File: config.mk
export PLATFORM = sky130hd
export DESIGN_NAME = cordic_rotation
export DESIGN_NICKNAME = d
export VERILOG_FILES = /design/src/rtl/cordic_rotation.sv
export SDC_FILE = /design/constraint.sdc
export NUM_CORES = 1
export LEC_CHECK = 0
export CORE_MARGIN = 5
export CORE_UTILIZATION = 56
export DETAILED_ROUTE_END_ITERATION = 10
export PLACE_DENSITY = 0.79
export REMOVE_ABC_BUFFERS = 1
export SLEW_MARGIN = 0
export SYNTH_ARGS = -nofsm -noshare
export SYNTH_HDL_FRONTEND = slang
export SYNTH_SLANG_ARGS = --single-unit
File: constraint.sdc
create_clock -name clock -period 5.67 [get_ports clock]
set_input_delay 1.701 -clock clock [delete_from_list [all_inputs] [get_ports clock]]
set_output_delay 1.701 -clock clock [all_outputs]
set_load 0.05 [all_outputs]
File: src/rtl/cordic_rotation.sv
// ----------------------------------------------------------------------------
// cordic_rotation
//
// Iterative rotation-mode CORDIC: turns a polar pair (norm, angle) back into
// rectangular coordinates, one micro-rotation per clock. It takes the
// norm/angle outputs of the vectoring-mode stage directly.
//
// Optional feature macro: CORDIC_ROT_GAIN_COMP_EN
//   defined   : norm is pre-scaled by 1/K (x * 39797 >> 16) on load, so the
//               outputs are the true norm*cos / norm*sin.
//   undefined : norm is loaded unscaled, no multiplier, and the outputs carry
//               the CORDIC gain K ~= 1.64676.
//
// Ports
//   clock     in   rising-edge clock
//   reset     in   synchronous active-high reset
//   in_valid  in   norm/angle valid; accepted only when idle
//   norm      in   [31:0] unsigned magnitude
//   angle     in   [31:0] signed Q16.16 degrees, [-180, +180]
//   busy      out  high while a sample is in flight
//   out_valid out  one-cycle pulse when x_out/y_out are updated
//   x_out     out  [31:0] signed, saturated norm*cos(angle)
//   y_out     out  [31:0] signed, saturated norm*sin(angle)
// ----------------------------------------------------------------------------
module cordic_rotation #(
    parameter int ITER = 16
) (
    input  logic        clock,
    input  logic        reset,
    input  logic        in_valid,
    input  logic [31:0] norm,
    input  logic [31:0] angle,
    output logic        busy,
    output logic        out_valid,
    output logic [31:0] x_out,
    output logic [31:0] y_out
);

    typedef enum logic [1:0] {
        IDLE = 2'd0,
        RUN  = 2'd1,
        DONE = 2'd2
    } state_t;

    // 90 and 180 degrees in Q16.16, widened to the z register width.
    localparam logic signed [33:0] DEG90  = 34'sd5898240;
    localparam logic signed [33:0] DEG180 = 34'sd11796480;

    // round(atan(2^-i) * 180/pi * 2^16)
    function automatic logic signed [33:0] atan_lookup(input logic [4:0] idx);
        case (idx)
            5'd0:    atan_lookup = 34'sd2949120;
            5'd1:    atan_lookup = 34'sd1740967;
            5'd2:    atan_lookup = 34'sd919879;
            5'd3:    atan_lookup = 34'sd466945;
            5'd4:    atan_lookup = 34'sd234379;
            5'd5:    atan_lookup = 34'sd117304;
            5'd6:    atan_lookup = 34'sd58666;
            5'd7:    atan_lookup = 34'sd29335;
            5'd8:    atan_lookup = 34'sd14668;
            5'd9:    atan_lookup = 34'sd7334;
            5'd10:   atan_lookup = 34'sd3667;
            5'd11:   atan_lookup = 34'sd1833;
            5'd12:   atan_lookup = 34'sd917;
            5'd13:   atan_lookup = 34'sd458;
            5'd14:   atan_lookup = 34'sd229;
            5'd15:   atan_lookup = 34'sd115;
            5'd16:   atan_lookup = 34'sd57;
            5'd17:   atan_lookup = 34'sd29;
            5'd18:   atan_lookup = 34'sd14;
            5'd19:   atan_lookup = 34'sd7;
            5'd20:   atan_lookup = 34'sd4;
            5'd21:   atan_lookup = 34'sd2;
            5'd22:   atan_lookup = 34'sd1;
            default: atan_lookup = 34'sd0;
        endcase
    endfunction

    // Clamp a 35-bit signed value into the 32-bit signed output range.
    function automatic logic [31:0] sat32(input logic signed [34:0] v);
        if (v > 35'sd2147483647) begin
            sat32 = 32'h7FFF_FFFF;
        end else if (v < -35'sd2147483648) begin
            sat32 = 32'h8000_0000;
        end else begin
            sat32 = v[31:0];
        end
    endfunction

    state_t             state_q, state_d;
    logic               busy_q, busy_d;
    logic               out_valid_q, out_valid_d;
    logic        [31:0] x_out_q, x_out_d;
    logic        [31:0] y_out_q, y_out_d;
    logic signed [34:0] x_q, x_d;
    logic signed [34:0] y_q, y_d;
    logic signed [33:0] z_q, z_d;
    logic        [4:0]  iter_q, iter_d;
    logic               neg_q, neg_d;

    logic signed [33:0] z_in_s;
    logic signed [33:0] z_fold_s;
    logic               neg_fold_s;
    logic signed [34:0] x_load_s;
    logic signed [34:0] x_fin_s;
    logic signed [34:0] y_fin_s;

`ifdef CORDIC_ROT_GAIN_COMP_EN
    logic [47:0] gain_prod_s;
    assign gain_prod_s = {16'd0, norm} * 48'd39797;
    assign x_load_s    = 35'(gain_prod_s >> 16);
`else
    assign x_load_s    = {3'b000, norm};
`endif

    // Fold the input angle into [-90, +90]; the half-turn is restored by
    // negating the result at the end.
    always_comb begin
        z_in_s     = {{2{angle[31]}}, angle};
        z_fold_s   = z_in_s;
        neg_fold_s = 1'b0;
        if (z_in_s > DEG90) begin
            z_fold_s   = z_in_s - DEG180;
            neg_fold_s = 1'b1;
        end else if (z_in_s < -DEG90) begin
            z_fold_s   = z_in_s + DEG180;
            neg_fold_s = 1'b1;
        end else begin
            z_fold_s   = z_in_s;
            neg_fold_s = 1'b0;
        end
    end

    // Apply the half-turn flag to the final vector before saturation.
    always_comb begin
        if (neg_q) begin
            x_fin_s = -x_q;
            y_fin_s = -y_q;
        end else begin
            x_fin_s = x_q;
            y_fin_s = y_q;
        end
    end

    // Next-state logic: load, micro-rotations, and output registration.
    always_comb begin
        state_d     = state_q;
        busy_d      = busy_q;
        out_valid_d = 1'b0;
        x_out_d     = x_out_q;
        y_out_d     = y_out_q;
        x_d         = x_q;
        y_d         = y_q;
        z_d         = z_q;
        iter_d      = iter_q;
        neg_d       = neg_q;
        case (state_q)
            IDLE: begin
                if (in_valid && !busy_q) begin
                    x_d     = x_load_s;
                    y_d     = 35'sd0;
                    z_d     = z_fold_s;
                    neg_d   = neg_fold_s;
                    iter_d  = 5'd0;
                    busy_d  = 1'b1;
                    state_d = RUN;
                end else begin
                    busy_d  = 1'b0;
                end
            end
            RUN: begin
                // d = +1 when z >= 0; x, y, z all use the previous values.
                if (z_q[33] == 1'b0) begin
                    x_d = x_q - (y_q >>> iter_q);
                    y_d = y_q + (x_q >>> iter_q);
                    z_d = z_q - atan_lookup(iter_q);
                end else begin
                    x_d = x_q + (y_q >>> iter_q);
                    y_d = y_q - (x_q >>> iter_q);
                    z_d = z_q + atan_lookup(iter_q);
                end
                if (iter_q == 5'(ITER - 1)) begin
                    state_d = DONE;
                end else begin
                    iter_d  = iter_q + 5'd1;
                end
            end
            DONE: begin
                x_out_d     = sat32(x_fin_s);
                y_out_d     = sat32(y_fin_s);
                out_valid_d = 1'b1;
                busy_d      = 1'b0;
                state_d     = IDLE;
            end
            default: begin
                busy_d  = 1'b0;
                state_d = IDLE;
            end
        endcase
    end

    // State and datapath registers with synchronous reset.
    always_ff @(posedge clock) begin
        if (reset) begin
            state_q     <= IDLE;
            busy_q      <= 1'b0;
            out_valid_q <= 1'b0;
            x_out_q     <= 32'd0;
            y_out_q     <= 32'd0;
            x_q         <= 35'sd0;
            y_q         <= 35'sd0;
            z_q         <= 34'sd0;
            iter_q      <= 5'd0;
            neg_q       <= 1'b0;
        end else begin
            state_q     <= state_d;
            busy_q      <= busy_d;
            out_valid_q <= out_valid_d;
            x_out_q     <= x_out_d;
            y_out_q     <= y_out_d;
            x_q         <= x_d;
            y_q         <= y_d;
            z_q         <= z_d;
            iter_q      <= iter_d;
            neg_q       <= neg_d;
        end
    end

    assign busy      = busy_q;
    assign out_valid = out_valid_q;
    assign x_out     = x_out_q;
    assign y_out     = y_out_q;

endmodule

==> metrics.txt <==
Port-buffer cells between 100 and 150; core region area ~0.039 sq mm; worst hold slack after final layout about 0.47 ns; Crit. End Element register; global-route wire length before repair about 130 mm; worst hold path depth 2; post-detailed-routing wire length around 85 mm; chip height between 200 and 250 um; relative contribution of sequential cells to total power 13.1%; endpoint with the worst hold slack z_q[0]$_SDFFE_PP0P_; Remaining DRCs 0; Period Utilization, post-route 96.7%; number of vias per cell after detailed routing between 6 and 7; R2R Path End x_q[27]$_SDFFE_PP0P_; DRC marker count from the first detailed-route iteration around 2,300; register-to-register setup slack about 0.19 ns; Crit path required time between 6 and 7 ns; GP Congestion about 1.1; Layout area overhead 26.2%; P_leak 0.0114 uW; final hold violation count 0; worst rel slew slack 15.8%; post-route design area 0.0277 sq mm; pre-CTS WS -0.251 ns; largest net degree at the start of global routing 90; overall die area approximately 0.043 sq mm; Setup CP Type reg2reg; row cnt just over 70; setup repair after global routing missed its margin true; Async SR Flop Fraction 0%; Overflow after GRT 0; Final nets approximately 3,400; arrival time reported for the critical path endpoint slightly below 6 ns; antenna-violating nets left 0; maximum clock skew at final layout ~0.024 ns; Filler Cells Inserted 3,084; Worst path slowest cell sky130_fd_sc_hd__mux4_2; Final min period approximately 5.5 ns; sequential-to-total area share from yosys stat a little under a fifth; crit-path most repeated cell sky130_fd_sc_hd__buf_4; number of buffers created by CTS 17; number of iterations in the first detailed-routing pass 7; FF-to-FF path depth 23; setup ws final approximately 0.19 ns; switching part of the total power a little under half; count of final setup violators 0; Unique masters post-synth approximately 110; count of warnings emitted by yosys 0; die span in x 208 um; launch point of the worst hold path z_q[0]$_SDFFE_PP0P_; VDD IR max between 0.0004 and 0.0005 V; via count of the first global-routing pass approximately 23,000; clock tree root buffer cell sky130_fd_sc_hd__clkbuf_16; share of layout cells above drive strength 1 23.3%; dominant delay contributor by cell family on the critical path compound AO/OA/AOI/OAI gates; final core utilization between 70% and 80%; Post-synth top flop sky130_fd_sc_hd__dfxtp_1; Setup crit start kind register; most frequent standard cell in the layout excluding fill and tap cells sky130_fd_sc_hd__buf_4; maximum frequency from static timing analysis about 0.18 GHz; synthesized instance count 2,771; average wire per cell in the routed design between 20 and 25 um; total via count in the routed design 24,400; Max-Cap Viols 0; diode insertion count for antenna repair 0; cell internal power dissipation 8230 uW; class of the tightest hold or removal check reg2reg; Placement Cell Area approximately 0.026 sq mm; run status complete, no violations; maximum level of the CTS H-tree 4; part of the total power dissipated in the clock network between 8 and 9%; clock-pin slew on the worst setup and hold paths around 0.080 ns; max-slew violations 0; sum of net half-perimeters after detailed placement 65.1 mm; All-Layer GR Usage between 30% and 40%; clock tree from TritonCTS built; buffers from clock root to sink, at most 2; fraction of power consumed by combinational cells between 70% and 80%; slew at the pin closest to its max-slew limit between 1 and 1.5 ns; number of enable-type register cells in the synthesized netlist 0; setup tns final 0 ns; number of top-level pins roughly 130; power dissipated by switching net loads around 7500 uW; mean area per synthesized cell between 7 and 8 sq um; pwr/cell area 569 mW/mm^2; initial antenna violation count 0; Max Fanout on Critical Path 7; highest-count cells in the layout ignoring fill and taps 460 x sky130_fd_sc_hd__buf_4, 274 x sky130_fd_sc_hd__nor2_1, 252 x sky130_fd_sc_hd__a21oi_1; number of buffers added to fix hold violations after cts 0; startpoint of the most critical register-to-register path iter_q[0]$_SDFFE_PP0P_; clk sinks 200; Crit path buffers/inverters 3; flops & latches, synth 200; critical path launch point iter_q[0]$_SDFFE_PP0P_; Post-Syn Area 0.0219 sq mm; Initial Utilization between 50% and 60%; clock latency at the later pin of the worst-skew pair between 0.5 and 0.6 ns; largest stage delay on the critical path around 0.51 ns; ordered list of cells on the worst path buf_4 -> mux4_2 -> mux4_2 -> mux2i_4 -> ha_2 -> nand3_2 -> nor3_4 -> a31oi_2 -> xor2_1 -> ha_1 -> a211o_1 -> or3_4 -> a2111oi_4 -> nor2_2 -> a221oi_2 -> buf_4 -> o21bai_4 -> a221oi_2 -> buf_4 -> o211ai_1 -> a31oi_1 -> xor2_1 -> o22ai_1
## logic make-up (layout without fill, tap and decap cells)
family	Yosys count	count (layout)	share of synthesized area (%)
and+or+nand+nor	885	885	19.6
AOI/OAI and AO/OA	849	849	25.4
buffers and inverters	277	699	5.79
DFF	200	200	18.3
adders and majority gates	121	121	7.01
xor gates and xnor gates	239	239	9.55
muxes	200	200	14.4
## repair_timing
action,4_1_cts,5_1_grt
resized for setup,13,66
cloned,0,2
setup buffers,5,19
pin swaps,1,26
endpoints found under the setup margin,16,26
## cell type report
type	instances	area, sq um	share of cell area [%]
multi-input cells	2294	17000	61.4
repair buffers	617	5220	18.9
flip-flops and latches	200	4020	14.5
well taps	518	648	2.34
clock buffers	18	429	1.55
inverters	50	188	0.678
clock inverters	14	186	0.674
## worst max path at each step
| stage | end | slack (ns) | depth (start not counted) |
|---|---|---|---|
| final | x_q[27]$_SDFFE_PP0P_ | 0.19 | 23 |
| after detailed placement | x_q[33]$_SDFFE_PP0P_ | -0.25 | 24 |
| after floorplan | z_q[13]$_SDFFE_PP0P_ | -5.32 | 5 |
| after global routing | y_q[34]$_SDFFE_PP0P_ | -0.1 | 24 |
| after CTS | x_q[33]$_SDFFE_PP0P_ | -0.002 | 24 |
| after global placement | x_q[33]$_SDFFE_PP0P_ | -0.19 | 24 |
## cell usage after synthesis, types with 8 or more instances
cell type	count	area, sq um
sky130_fd_sc_hd__buf_6	15	169
sky130_fd_sc_hd__a21oi_1	259	1300
sky130_fd_sc_hd__nor4_1	15	93.8
sky130_fd_sc_hd__a21o_1	50	375
sky130_fd_sc_hd__a221oi_1	17	149
sky130_fd_sc_hd__inv_1	47	176
sky130_fd_sc_hd__nand3_1	47	235
sky130_fd_sc_hd__nor3b_1	8	60.1
sky130_fd_sc_hd__nor3_1	72	360
sky130_fd_sc_hd__xor2_1	88	771
sky130_fd_sc_hd__o41ai_1	13	114
sky130_fd_sc_hd__o31ai_1	29	218
sky130_fd_sc_hd__mux2_2	30	338
sky130_fd_sc_hd__o21a_1	26	195
sky130_fd_sc_hd__xnor2_1	151	1320
sky130_fd_sc_hd__buf_2	38	190
sky130_fd_sc_hd__o21ai_0	130	651
sky130_fd_sc_hd__a211oi_1	55	413
sky130_fd_sc_hd__or3_1	21	131
sky130_fd_sc_hd__buf_1	20	75.1
sky130_fd_sc_hd__and3_1	17	106
sky130_fd_sc_hd__o22ai_1	21	131
sky130_fd_sc_hd__o21bai_1	18	135
sky130_fd_sc_hd__nand2b_1	43	269
sky130_fd_sc_hd__clkbuf_1	136	510
sky130_fd_sc_hd__mux2i_1	79	791
sky130_fd_sc_hd__dfxtp_1	200	4000
sky130_fd_sc_hd__a31oi_1	37	231
sky130_fd_sc_hd__and2_1	22	138
sky130_fd_sc_hd__a2111oi_0	10	87.6
sky130_fd_sc_hd__buf_4	14	105
sky130_fd_sc_hd__nand3b_1	8	60.1
sky130_fd_sc_hd__o211ai_1	14	105
sky130_fd_sc_hd__ha_1	118	1480
sky130_fd_sc_hd__o32ai_1	9	78.8
sky130_fd_sc_hd__nand2_1	246	923
sky130_fd_sc_hd__or2_2	9	56.3
sky130_fd_sc_hd__or4_1	13	97.6
sky130_fd_sc_hd__mux4_2	82	1850
sky130_fd_sc_hd__nand4_1	15	93.8
sky130_fd_sc_hd__a22oi_1	59	443
sky130_fd_sc_hd__nor2_1	277	1040
sky130_fd_sc_hd__nor2b_1	29	181
## metal layers
layer,track usage [%],up-vias,part of all wire [%]
li1,-,11100,-
met1,48.3,11700,40
met4,14.7,0,4.1
met2,61.3,1359,47
met5,0,-,0
met3,7.25,273,9.3
## through the flow
step	cells	power, uW
floorplan	2544	9190
detailed placement	3653	13700
global route	3711	16800
CTS	3690	15100
global placement	3653	13400
finish	3711	15800
## power groups by stage
| stage | clock network [uW] | registers [uW] | logic, uW |
|---|---|---|---|
| 2_1_floorplan | 0 | 2120 | 7070 |
| 3_3_place_gp | 0 | 2040 | 11300 |
| 3_5_place_dp | 0 | 2060 | 11600 |
| 4_1_cts | 1360 | 2030 | 11800 |
| 5_1_grt | 1410 | 2070 | 13300 |
| 6_report | 1340 | 2060 | 12300 |
## tightest hold or removal path, delay by kind of cell (launching register included)
kind,cells,cell delay [ns]
flip-flops,1,0.32
AND/OR/NAND/NOR,1,0.05
AO/OA/AOI/OAI,1,0.05
No activity file was read; power rests on OpenSTA's default activity.
==> variant 1: new RTL, config.mk and constraints unchanged <==
Register the output `y_out` once more, with the module's reset; this adds one clock of latency there. The other outputs are not delayed to match. Comments in the files are not updated.
--- a/src/rtl/cordic_rotation.sv
+++ b/src/rtl/cordic_rotation.sv
@@ -231,3 +231,9 @@
     assign x_out     = x_out_q;
-    assign y_out     = y_out_q;
+    always_ff @(posedge clock) begin
+        if (reset) begin
+            y_out <= '0;
+        end else begin
+            y_out <= y_out_q;
+        end
+    end
 
Function: same outputs for any inputs over 10 cycles, from zero or initial values and one cycle with reset high; that may be too few to reach the edited logic, so the function may still have changed.
==> variant 1 against the unedited design <==
- the run now ends with negative setup slack left
- worst setup slack got worse by 0.36 ns
- power increased by 18%
- worst hold slack got worse by 0.0015 ns
- highest routed layer unchanged
- global-route usage increased by 0.20 points
- sequential cell count increased by 32
- cell area increased by 5.5%
- critical endpoint is now y_q[30]$_SDFFE_PP0P_
- routed wire length increased by 2.7%
- area after synthesis increased by 2.1%
==> variant 1: results <==
[route]
vias_per_cell = 6.507
routed_wl_um = 86760
firstDrtPassIters = 6
drtIter0Drc = 2677

[yosys]
synth-seq-area-share = 0.2074
synth_compound_area_frac = 0.2478
netlist_top_cells_count = nor2_1, nand2_1, dfxtp_1, a21oi_1, clkbuf_1
synth_xor_xnor_area_share = 0.09504
synthMuxAreaShare = 0.1354
yosysWarnings = 0
synth_top_cells_by_area = dfxtp_1, mux4_2, ha_1
synthFlopType = dfxtp_1
synth_cell_type_count = 96
synth-adder-area-share = 0.06861
synthArstFlopShare = 0

[clock_network]
cts_buffer_depth = 3
root_buffer = clkbuf_16
numCtsBuffers = 29
htree_levels = 1
clkTransAtPathRegs_ns = 0.07
insertion_delay_ns = 0.58
cts.hold.buffers_added = 0

[timing]
setup_violations = 6
worst_slew_pin_slew_ns = 1.154
tns_ns = -0.7306
skew_ns = 0.01781
setup_ws_ns = -0.1697

[status]
violations = negative setup slack
run_status = finished, violations left

[global_routing]
grt_pass1_vias = 23839
grt_usage = 0.3740
use_met1 = 0.4875
grt_first_pass_wirelength_um = 134100
grt_max_degree = 75
busiest_layer = met2
grt_util_met3 = 0.06504
grt_util_met2 = 0.6283

[placement]
dpl_cell_area_sq_um = 27070
dp_hpwl_um = 64910
gp_congestion = 1.045
portBuffers = 132

[power_and_ir_drop]
p_sw_w = 0.008608
p_leak_nw = 12.20
ir_drop_mv = 0.3710

[finish]
antenna_cells = 0
layout-drive-gt1-share = 0.2593
largestRegisters = x_q: 35 flops, y_q: 35 flops, z_q: 34 flops
num-fill-cells = 3023
nNetsFinal = 3418

[critical_path]
crit_fanout = 11
critPathMaxStageDelay_ns = 0.55
crit_arrival_ns = 6.30
cp_slowest_cell = mux4_1
-- variant 1: cell types whose count changed after synthesis, moves of 20 or more --
| cell | before | now |
|---|---|---|
| o22ai_1 | 21 | 41 |
| xor2_1 | 88 | 111 |
| a21oi_1 | 259 | 216 |
| mux2i_1 | 79 | 57 |
| o22a_1 | 4 | 32 |
| nor2b_1 | 29 | 58 |
| buf_2 | 38 | 12 |
| clkbuf_1 | 136 | 160 |
| dfxtp_1 | 200 | 232 |
-- variant 1: final timing paths --
check	from	end	slack [ns]	cells after the start
max	iter_q[1]$_SDFFE_PP0P_	y_q[30]$_SDFFE_PP0P_	-0.17	25
min	y_out_q[26]$_SDFFE_PP0P_	y_out[26]$_SDFF_PP0_	0.47	1
max reg2reg	iter_q[1]$_SDFFE_PP0P_	y_q[30]$_SDFFE_PP0P_	-0.17	25
min reg2reg	y_out_q[26]$_SDFFE_PP0P_	y_out[26]$_SDFF_PP0_	0.47	1
-- variant 1: stage by stage --
stage	instances	utilization	setup slack, ns
CTS	3757	0.7219	-0.1017
finish	3776	0.7366	-0.1697
global placement	3681	0.6829	-0.3863
floorplan	2541	-	-3.510
global route	3776	0.7366	-0.3618
detailed placement	3681	0.6829	-0.4858
-- variant 1: power groups by stage --
stage                     Sequential, W  Combinational [W]  Clock, W
after global placement          0.00226             0.0125         0
after CTS                       0.00224             0.0134   0.00194
after global routing            0.00229             0.0154   0.00202
after detailed placement        0.00227             0.0128         0
final                           0.00227             0.0144   0.00192
after floorplan                 0.00238            0.00739         0
-- variant 1: area by class of cell --
cell class                      count  area share
Inverter                           59    0.007584
Tap cell                          525     0.02250
Timing Repair Buffer              658      0.1892
Clock inverter                     15    0.005613
Clock buffer                       37     0.02798
Sequential cell                   232      0.1597
Multi-Input combinational cell   2250      0.5874
-- variant 1: routing by layer --
layer  routed length [um]  vias up
li1                     -    11167
met1                34390    11849
met2                40800     1316
met3                 7886      238
met4                 3680        0
met5                    0        -
-- variant 1: critical path, delay by kind of cell (launching register included) --
family / cells / cell delay, ns
xor+xnor: 2 / 0.47
simple gates: 6 / 1.47
fa+ha+maj: 1 / 0.31
buf+inv: 4 / 0.59
mux: 2 / 0.86
flops: 1 / 0.38
compound gates: 10 / 1.63
-- variant 1: logic make-up after synthesis --
logic type,after synthesis
and+or+nand+nor,873
AOI/OAI and AO/OA,839
buffers and inverters,290
xor gates and xnor gates,243
DFF,232
muxes,174
adders and majority gates,121
-- variant 1: what timing repair did --
item | 4_1_cts | 5_1_grt
setup endpoints to repair | 22 | 30
pin swaps | 29 | 46
cloned | 1 | 1
setup buffers | 23 | 20
gates resized for setup | 83 | 94
==> variant 2: new RTL, same settings <==
Made on the original files. The option `CORDIC_ROT_GAIN_COMP_EN` is turned on by a define.
--- a/src/rtl/cordic_rotation.sv
+++ b/src/rtl/cordic_rotation.sv
@@ -24,2 +24,4 @@
 // ----------------------------------------------------------------------------
+`define CORDIC_ROT_GAIN_COMP_EN
+
 module cordic_rotation #(
Function: same outputs for any inputs over 4 cycles, from zero or initial values and one cycle with reset high; that may be too few to reach the edited logic, so the function may still have changed.
==> variant 2 against the unedited design <==
- sequential share of layout area decreased by 4.9 points
- cell area is 52% higher
- routed wire length increased by 49%
- highest routed layer is now met5
- area after synthesis is 43% higher
- clock skew decreased by 0.0014 ns
- sequential cell count did not move
- the run now ends with negative setup slack left
- worst hold slack got worse by 0.0059 ns
- worst setup slack worse by 2.4 ns
- synthesized cell count is 35% higher
- non-clock buffer count is 387 higher
- cell count rose by 43%
Power is not shown: default switching activity piles up to over one toggle a cycle in this logic, so the estimate is an artifact.
==> variant 2: results <==
[status]
run_status = finished, violations left
violations = negative setup slack

[critical_path]
reg2reg_setup_slack_ns = -0.39
crit_fanout = 4
worstSetupStartpoint = norm[15]
reg2reg_to = x_q[23]$_SDFFE_PP0P_
crit_family = adder cells
critPathMaxStageDelay_ns = 0.75
crit_end = x_q[21]$_SDFFE_PP0P_

[global_routing]
use_met1 = 0.4734
grt_util_met3 = 0.09557
grt_max_degree = 96
grt_pass1_vias = 33222
grt_first_pass_wirelength_um = 182100
antenna_found_initial = 2

[finish]
clkCellAreaFrac = 0.01421
layout-drive-gt1-share = 0.3059
antenna_cells = 2
num-fill-cells = 3758
nNetsFinal = 5142
syn2layout_area_growth_pct = 33.73
fin_area_sq_um = 41920
multi_input_gates = 2928
multi_input_comb_area_sq_um = 26550
n_all_buffers = 1004

[route]
drtIter0Drc = 3876
routed_wl_um = 126000
drt-met1-wl_um = 45600
firstDrtPassIters = 8
dr_wl_met3_um = 15320

[timing]
setup_violations = 40
worst_hold_slack_ns = 0.4649
setup_ws_ns = -2.173

[yosys]
synth_area_per_cell_sq_um = 8.350

[min_path]
min_to = y_out[31]$_SDFFE_PP0P_
variant 2: changes by cell type after synthesis, sizes merged, moves of 27 or more:
cell | unedited run | this run
clkbuf | 139 | 166
nand2 | 246 | 281
a211oi | 59 | 109
xnor2 | 151 | 178
fa | 3 | 233
inv | 49 | 384
nor2 | 279 | 352
ha | 118 | 304
variant 2: cells by family (layout without fill, tap and decap cells):
logic type | after synthesis | after routing | synth area share
DFF | 200 | 200 | 0.1277
muxes | 186 | 186 | 0.1002
other | 0 | 2 | 0
xor gates and xnor gates | 269 | 269 | 0.07516
adders and majority gates | 537 | 537 | 0.2701
and+or+nand+nor | 997 | 997 | 0.1480
buffers and inverters | 626 | 1423 | 0.07915
AOI/OAI and AO/OA | 939 | 939 | 0.1996
variant 2: what timing repair did:
action	CTS	global route
setup buffers	58	58
cloned	0	2
endpoints found under the setup margin	45	50
hold buffers	0	0
resized for setup	393	182
hold endpoints to repair	0	0
pin swaps	272	139
